[config.mk]
export PLATFORM = sky130hd
export DESIGN_NAME = vga_mem_fetch_flat
export DESIGN_NICKNAME = d
export VERILOG_FILES = /design/src/rtl/vga_mem_fetch_pkg.sv /design/src/rtl/vga_mem_fetch_if.sv /design/src/rtl/vga_mem_fetch_pipe.sv /design/src/rtl/vga_mem_fetch.sv /design/src/flat_wrapper.sv
export SDC_FILE = /design/constraint.sdc
export NUM_CORES = 1
export LEC_CHECK = 0
export BUFFER_PORTS_ARGS = -buffer_cell sky130_fd_sc_hd__buf_2
export CAP_MARGIN = 20
export CORE_MARGIN = 5
export CORE_UTILIZATION = 40
export CTS_BUF_LIST = sky130_fd_sc_hd__clkbuf_8
export DETAILED_ROUTE_END_ITERATION = 6
export GPL_TIMING_DRIVEN = 0
export HOLD_SLACK_MARGIN = 0.08
export PLACE_DENSITY = 0.75
export SYNTH_ARGS = -nofsm -noshare
export SYNTH_HDL_FRONTEND = slang
export SYNTH_HIERARCHICAL = 1
export SYNTH_SLANG_ARGS = --single-unit
[constraint.sdc]
create_clock -name clock -period 3.85 [get_ports clock]
set_input_delay 0.1925 -clock clock [delete_from_list [all_inputs] [get_ports clock]]
set_output_delay 0.1925 -clock clock [all_outputs]
set_load 0.05 [all_outputs]
[src/rtl/vga_mem_fetch_pkg.sv]
// Shared constants for the VGA frame-buffer fetch unit.
// Word/address widths, frame bases and raster limits.
package vga_mem_fetch_pkg;

    localparam int LOG_MEM     = 36;
    localparam int LOG_ADDR    = 19;
    localparam int FRAME0_BASE = 0;
    localparam int FRAME1_BASE = 153600;
    localparam int H_LIMIT     = 640;
    localparam int V_LIMIT     = 480;
    localparam int LINE_WORDS  = 320;

endpackage

[src/rtl/vga_mem_fetch_if.sv]
// Bundle of display, camera-writer and memory signals.
// The slave modport is the fetch unit, master is its environment.
interface vga_mem_fetch_if #(
    parameter int LOG_MEM  = 36,
    parameter int LOG_ADDR = 19
);

    logic                vga_flag;
    logic [9:0]          clocked_hcount;
    logic [9:0]          clocked_vcount;
    logic                frame_sel;
    logic                write_req;
    logic [LOG_ADDR-1:0] write_addr;
    logic [LOG_MEM-1:0]  write_data;
    logic                write_ack;
    logic [LOG_ADDR-1:0] mem_addr;
    logic                mem_we;
    logic [LOG_MEM-1:0]  mem_wdata;
    logic [LOG_MEM-1:0]  mem_rdata;
    logic [LOG_MEM-1:0]  vga_pixel;
    logic                done_vga;
    logic                overrun;

    modport slave (
        input  vga_flag, clocked_hcount, clocked_vcount, frame_sel,
        input  write_req, write_addr, write_data, mem_rdata,
        output write_ack, mem_addr, mem_we, mem_wdata,
        output vga_pixel, done_vga, overrun
    );

    modport master (
        output vga_flag, clocked_hcount, clocked_vcount, frame_sel,
        output write_req, write_addr, write_data, mem_rdata,
        input  write_ack, mem_addr, mem_we, mem_wdata,
        input  vga_pixel, done_vga, overrun
    );

endinterface

[src/rtl/vga_mem_fetch_pipe.sv]
// fetch_pipe: N-stage valid/data delay line.
// Data moves only alongside a valid beat; N=0 is a wire.
module fetch_pipe #(
    parameter int N = 2,
    parameter int W = 1
) (
    input  logic         clk_i,
    input  logic         rst_ni,
    input  logic         vld_i,
    input  logic [W-1:0] dat_i,
    output logic         vld_o,
    output logic [W-1:0] dat_o
);

    if (N == 0) begin : g_thru
        assign vld_o = vld_i;
        assign dat_o = dat_i;
    end else begin : g_regs
        logic [N-1:0] vld_q;
        logic [W-1:0] dat_q [N];

        // Shift valids every cycle, data only with its valid
        always_ff @(posedge clk_i or negedge rst_ni) begin
            if (!rst_ni) begin
                vld_q <= '0;
                for (int i = 0; i < N; i++) dat_q[i] <= '0;
            end else begin
                vld_q[0] <= vld_i;
                if (vld_i) dat_q[0] <= dat_i;
                for (int i = 1; i < N; i++) begin
                    vld_q[i] <= vld_q[i-1];
                    if (vld_q[i-1]) dat_q[i] <= dat_q[i-1];
                end
            end
        end

        assign vld_o = vld_q[N-1];
        assign dat_o = dat_q[N-1];
    end

endmodule

[src/rtl/vga_mem_fetch.sv]
// Frame-buffer arbiter: display pixel-pair reads win over camera
// writes; read data and write data are aligned to memory latency.
module vga_mem_fetch #(
    parameter int LOG_MEM     = vga_mem_fetch_pkg::LOG_MEM,
    parameter int LOG_ADDR    = vga_mem_fetch_pkg::LOG_ADDR,
    parameter int MEM_LATENCY = 2
) (
    input logic            clock,
    input logic            reset,
    vga_mem_fetch_if.slave bus
);

    import vga_mem_fetch_pkg::*;

    localparam logic [1:0] S_IDLE  = 2'd0;
    localparam logic [1:0] S_READ  = 2'd1;
    localparam logic [1:0] S_WRITE = 2'd2;

    logic [1:0]          state_q, state_d;
    logic                in_idle, rd_go, wr_go;
    logic                oob, frame_start;
    logic [LOG_ADDR-1:0] base_q, base_d, rd_addr, v_ext;
    logic [LOG_ADDR-1:0] mem_addr_q;
    logic                mem_we_q, ack_q, done_q, ovr_q;
    logic [LOG_MEM-1:0]  pix_q, wdata_q;
    logic                cap_vld, cap_oob, wd_vld;
    logic [LOG_MEM-1:0]  wd_dat;

    assign in_idle = (state_q == S_IDLE);
    assign oob = (bus.clocked_hcount >= 10'(H_LIMIT))
              || (bus.clocked_vcount >= 10'(V_LIMIT));
    assign frame_start = (bus.clocked_vcount == 10'd0)
                      && (bus.clocked_hcount < 10'd2);

    // Next state: reads beat writes; a write held off by a read goes next
    always_comb begin
        state_d = S_IDLE;
        unique case (state_q)
            S_IDLE: begin
                if (bus.vga_flag)       state_d = S_READ;
                else if (bus.write_req) state_d = S_WRITE;
            end
            S_READ:  if (bus.write_req) state_d = S_WRITE;
            default: state_d = S_IDLE;
        endcase
    end

    assign rd_go = (state_d == S_READ);
    assign wr_go = (state_d == S_WRITE);

    // Buffer choice only changes at the top-left pixel of a frame
    always_comb begin
        base_d = base_q;
        if (rd_go && frame_start)
            base_d = bus.frame_sel ? LOG_ADDR'(FRAME1_BASE)
                                   : LOG_ADDR'(FRAME0_BASE);
    end

    assign v_ext   = LOG_ADDR'(bus.clocked_vcount);
    assign rd_addr = base_d + (v_ext << 8) + (v_ext << 6)
                   + LOG_ADDR'(bus.clocked_hcount[9:1]);

    // Arbiter state and memory command registers
    always_ff @(posedge clock or negedge reset) begin
        if (!reset) begin
            state_q    <= S_IDLE;
            base_q     <= '0;
            mem_addr_q <= '0;
            mem_we_q   <= 1'b0;
            ack_q      <= 1'b0;
            ovr_q      <= 1'b0;
        end else begin
            state_q  <= state_d;
            base_q   <= base_d;
            mem_we_q <= wr_go;
            ack_q    <= wr_go;
            if (wr_go)
                mem_addr_q <= bus.write_addr;
            else if (rd_go && !oob)
                mem_addr_q <= rd_addr;
            ovr_q <= ovr_q | (bus.vga_flag & ~in_idle);
        end
    end

    fetch_pipe #(.N(MEM_LATENCY + 1), .W(1)) u_rd_pipe (
        .clk_i  (clock),
        .rst_ni (reset),
        .vld_i  (rd_go),
        .dat_i  (oob),
        .vld_o  (cap_vld),
        .dat_o  (cap_oob)
    );

    fetch_pipe #(.N(MEM_LATENCY), .W(LOG_MEM)) u_wd_pipe (
        .clk_i  (clock),
        .rst_ni (reset),
        .vld_i  (wr_go),
        .dat_i  (bus.write_data),
        .vld_o  (wd_vld),
        .dat_o  (wd_dat)
    );

    // Capture returning read data and present delayed write data
    always_ff @(posedge clock or negedge reset) begin
        if (!reset) begin
            pix_q   <= '0;
            done_q  <= 1'b0;
            wdata_q <= '0;
        end else begin
            done_q <= cap_vld;
            if (cap_vld) pix_q <= cap_oob ? '0 : bus.mem_rdata;
            if (wd_vld) wdata_q <= wd_dat;
        end
    end

    assign bus.mem_addr  = mem_addr_q;
    assign bus.mem_we    = mem_we_q;
    assign bus.write_ack = ack_q;
    assign bus.mem_wdata = wdata_q;
    assign bus.vga_pixel = pix_q;
    assign bus.done_vga  = done_q;
    assign bus.overrun   = ovr_q;

endmodule
[src/flat_wrapper.sv]
// flat-port wrapper written by rule: the top's interface ports become plain ports
module vga_mem_fetch_flat import vga_mem_fetch_pkg::*;
#(
    parameter int LOG_MEM     = vga_mem_fetch_pkg::LOG_MEM,
    parameter int LOG_ADDR    = vga_mem_fetch_pkg::LOG_ADDR,
    parameter int MEM_LATENCY = 2
)
  (clock, reset, bus_vga_flag, bus_clocked_hcount, bus_clocked_vcount, bus_frame_sel, bus_write_req, bus_write_addr, bus_write_data, bus_mem_rdata, bus_write_ack, bus_mem_addr, bus_mem_we, bus_mem_wdata, bus_vga_pixel, bus_done_vga, bus_overrun);
  vga_mem_fetch_if #(.LOG_MEM(LOG_MEM), .LOG_ADDR(LOG_ADDR)) bus_i ();
  input logic clock;
  input logic reset;
  input wire logic [$bits(bus_i.vga_flag)-1:0] bus_vga_flag;
  input wire logic [$bits(bus_i.clocked_hcount)-1:0] bus_clocked_hcount;
  input wire logic [$bits(bus_i.clocked_vcount)-1:0] bus_clocked_vcount;
  input wire logic [$bits(bus_i.frame_sel)-1:0] bus_frame_sel;
  input wire logic [$bits(bus_i.write_req)-1:0] bus_write_req;
  input wire logic [$bits(bus_i.write_addr)-1:0] bus_write_addr;
  input wire logic [$bits(bus_i.write_data)-1:0] bus_write_data;
  input wire logic [$bits(bus_i.mem_rdata)-1:0] bus_mem_rdata;
  output wire logic [$bits(bus_i.write_ack)-1:0] bus_write_ack;
  output wire logic [$bits(bus_i.mem_addr)-1:0] bus_mem_addr;
  output wire logic [$bits(bus_i.mem_we)-1:0] bus_mem_we;
  output wire logic [$bits(bus_i.mem_wdata)-1:0] bus_mem_wdata;
  output wire logic [$bits(bus_i.vga_pixel)-1:0] bus_vga_pixel;
  output wire logic [$bits(bus_i.done_vga)-1:0] bus_done_vga;
  output wire logic [$bits(bus_i.overrun)-1:0] bus_overrun;
  assign bus_i.vga_flag = bus_vga_flag;
  assign bus_i.clocked_hcount = bus_clocked_hcount;
  assign bus_i.clocked_vcount = bus_clocked_vcount;
  assign bus_i.frame_sel = bus_frame_sel;
  assign bus_i.write_req = bus_write_req;
  assign bus_i.write_addr = bus_write_addr;
  assign bus_i.write_data = bus_write_data;
  assign bus_i.mem_rdata = bus_mem_rdata;
  assign bus_write_ack = bus_i.write_ack;
  assign bus_mem_addr = bus_i.mem_addr;
  assign bus_mem_we = bus_i.mem_we;
  assign bus_mem_wdata = bus_i.mem_wdata;
  assign bus_vga_pixel = bus_i.vga_pixel;
  assign bus_done_vga = bus_i.done_vga;
  assign bus_overrun = bus_i.overrun;
  vga_mem_fetch #(.LOG_MEM(LOG_MEM), .LOG_ADDR(LOG_ADDR), .MEM_LATENCY(MEM_LATENCY)) u_core (.clock(clock), .reset(reset), .bus(bus_i));
endmodule
==> summary.txt <==
Power
  – Sw Pwr: 3.324 mW
  – Sw frac: 43.06%
  – Power Density: 603.3 nW/um^2
  – Combinational power share: 41.9%
  – Worst VDD drop: 305.6 uV
  – Clock Power Share: between 10% and 20%
  – Cell internal pwr: 4.396 mW
  – Pleak: between 6 and 7 nW
  – Reg power frac: 38.4%

STA
  – Tcrit/Tclk final: 100.5%
  – Final Hold Vio Count: 0
  – Relative slew slack: 51.30%
  – Count of final max-slew check failures: 0
  – Final min period: 3.868 ns
  – Sum Neg Setup Slack: -0.02958 ns
  – Worst setup margin: -0.01787 ns
  – Clock skew: roughly 0.023 ns
  – Max Freq: 0.2585 GHz
  – Worst-Margin Slew: about 0.73 ns
  – RSZ-0062 raised after global routing: true
  – Final setup fails: 2
  – Min Hold Slack: 0.1620 ns

Route
  – Via-to-Cell Ratio: 4.792
  – Initial DRC count: roughly 440
  – Vias: 6867
  – Routed Antenna Nets: 0
  – Final wirelength: 23.69 mm
  – Routed length per instance: 16.53 um
  – DRC: 0
  – 1st-pass router iterations: 5

GRT
  – Total gr overflow: 0
  – Antenna violations before repair: 1
  – Largest net degree at the start of global routing: roughly 100
  – Vias in the first global route: 7327
  – First-pass GRT wire length: 37.25 mm
  – Global Route Usage Sum: between 15 and 20%

Place
  – IO Port Bufs: 209
  – Gpl congestion: 0.7961
  – Pre-CTS setup slack: -0.5306 ns
  – Post-DP HPWL: 16.03 mm
  – Placed cell areas: ~11000 um^2

Yosys
  – Ranking of synthesized cells by area: dfrtp_1, mux2_4, mux2_2, ha_1, buf_4
  – Area share of the largest cell type after synthesis: 51.57%
  – Synth unique cells: 52
  – Top cells by count, synth: dfrtp_1, inv_1, mux2_4, o21ai_0, mux2_2
  – Syn nets: slightly above 900
  – Syn Std Cell Area: 9463 um^2
  – Yosys warns: 6
  – Number of flops mapped to enable cells by yosys: 0
  – Avg Cell Area, Syn: 12.35 um^2
  – Most frequent cell after synthesis: dfrtp_1
  – Async set-or-reset flop fraction in the synthesized netlist: 100.0%
  – Most common flop cell mapped by yosys: dfrtp_1
  – Sequential area share after synthesis: 51.57%
  – Post-synthesis register bit count: 195
  – Mapped Cells: 766
  – Post-synth top area cell: dfrtp_1

Clock tree
  – TritonCTS sink count: approximately 200
  – TritonCTS buffer count: 17
  – Clk_lat worst skew: 0.49 ns
  – Clock H-tree levels: 4
  – CTS clk-pin slew, worst paths: approximately 0.12 ns
  – Clk buf depth: 2
  – Clock root buffer: clkbuf_8
  – TritonCTS clock tree: done

Finish
  – Fill count: about 2000
  – Nets: 1269
  – Post-Layout Inst Area: 12800 um^2
  – N_diodes: 0
  – Layout overhead on the synthesized area: 35.24%
  – Share of layout cells above drive strength 1: about two fifths
  – Final core utilization: 54.68%

Setup path
  – WP data required: about 4.2 ns
  – Slowest CP cell: dfrtp_2
  – CP Launch Type: flop
  – Worst path most repeated cell: ha_4
  – CP Buf/Inv Count: 2
  – Crit path cell chain: nor3b_4, nand4_1, or2_1, buf_6, buf_4, and2_4, ha_4, ha_4, ha_4, fa_2, a21oi_4, o21ai_2, or3_1, a31oi_1, xor2_1, o21ai_1
  – Origin of the critical flop-to-flop path: u_core/state_q[1]
  – Endpoint class of the critical path: flop
  – Arr. time, crit path: 4.21 ns
  – Reg-to-reg slack, setup: -0.02 ns
  – CP max stage delay: between 0.4 and 0.5 ns
  – Maximum fanout along the worst path: 5
  – Reg-to-Reg End: u_core/bus.mem_addr[10]
  – Crit Path Class: reg -> reg
  – Cells on worst reg2reg path: 16
  – Critical path's top delay family: simple AND/OR/NAND/NOR gates

Min path
  – HP Class: in -> reg
  – HP Start: bus_clocked_hcount[1]
  – WHS Endpoint: u_core/bus.mem_addr[0]
  – Hold depth: 4

Status
  – Failing checks: setup timing
  – Status: complete, but fails checks

Die
  – Die area: between 20000 and 30000 um^2
  – Top Ports: 211
  – Initial Util: 40.44%
  – Die X: 163.8 um
  – Core ar.: 23400 um^2
  – Row count: between 50 and 60
  – Chip height: 163.8 um

Run
  – Max cap viols: 0
-- cell families (layout without fill, tap and decap cells) --
logic type / Yosys count / count (layout) / synth area share, %
adders and majority gates: 52 / 52 / 7.828
muxes: 111 / 111 / 15.63
DFF: 195 / 195 / 51.57
AOI/OAI and AO/OA: 113 / 113 / 6.929
buffers and inverters: 145 / 493 / 8.581
xor gates and xnor gates: 16 / 16 / 1.560
and+or+nand+nor: 134 / 134 / 7.907
-- layout by cell type (no fill, tap or decap), types with 4 or more instances in the layout --
cell type and count:
buf_2 208, dfrtp_1 194, dlygate4sd3_1 94, inv_1 75, mux2_4 61, buf_4 50
mux2_2 48, o21ai_0 46, nand3b_1 37, nand2_1 34, a21oi_1 25, nor2_1 23
ha_1 22, clkbuf_1 19, clkbuf_8 17, ha_4 17, fa_1 11, xnor2_1 8
and2_1 7, xor2_1 7, o21ai_1 7, inv_12 6, a31oi_1 6, buf_12 6
a21oi_2 5, nor4_1 4, a21oi_4 4, nand2b_1 4, and3_1 4
-- registers in the layout (all words and copies together) (netlist names), 2 cells and up --
register                       count
u_core/bus.mem_addr               19
u_core/u_rd_pipe/g_regs.dat_q      2
u_core/u_rd_pipe/g_regs.vld_q      3
u_core/base_q                     19
u_core/u_wd_pipe/g_regs.vld_q      2
u_core/bus.vga_pixel              36
u_core/u_wd_pipe/g_regs.dat_q     36
u_core/state_q                     2
u_core/bus.mem_wdata              36
u_core/u_wd_pipe/dat_o            36
-- power by group through the flow --
stage	clock (mW)	sequential (mW)	combinational, mW
finish	1.52	2.96	3.24
global route	1.66	3.03	3.42
CTS	1.57	2.95	3.20
detailed placement	0	3.00	3.09
global placement	0	2.97	3.04
floorplan	0	4.17	1.14
-- timing repair --
item,in CTS,in global routing
gates resized for setup,20,38
hold endpoints to repair,190,0
setup endpoints to repair,13,11
hold buffers,94,0
setup buffers,3,9
pin swaps,12,34
-- layer usage --
layer	vias to the layer above	global-route usage, %	part of all wire (%)
met1	3401	21.34	41
met3	28	3.940	5.4
li1	3231	-	-
met2	205	30.72	51
met4	2	5.376	1.8
met5	-	0	0.055
-- layout make-up --
type	count	area [um^2]	share of cell area [%]
sequential	195	4881	38.14
clock buffer	17	234.0	1.828
inverter	77	289.0	2.258
timing repair buffer	316	2115	16.52
buffer	68	534.3	4.175
multi-input combinational	426	4113	32.14
clock inverter	15	232.7	1.819
tap	319	399.1	3.119
-- worst max path at each step --
stage          cells past startpoint  slack [ns]         startpoint                      end
3_5_place_dp                      17       -0.53  u_core/state_q[1]  u_core/bus.mem_addr[15]
3_3_place_gp                       1       -0.69              reset        u_core/base_q[14]
5_1_grt                           17       -0.17  u_core/state_q[1]  u_core/bus.mem_addr[17]
2_1_floorplan                     17        0.06  u_core/state_q[1]  u_core/bus.mem_addr[15]
4_1_cts                           16       0.001  u_core/state_q[1]  u_core/bus.mem_addr[17]
6_report                          16       -0.02  u_core/state_q[1]  u_core/bus.mem_addr[10]
-- worst min-delay path, cell delays in order --
cell	delay, ns
buf_2	0.10
ha_1	0.12
nand2_1	0.04
a31oi_1	0.14
-- metrics by stage --
stage / std cells / power (mW)
final: 1433 / 7.720
after global routing: 1433 / 8.108
after CTS: 1424 / 7.725
after detailed placement: 1295 / 6.089
after global placement: 1294 / 6.007
after floorplan: 766 / 5.303
Power figures use the tool's default switching activity.
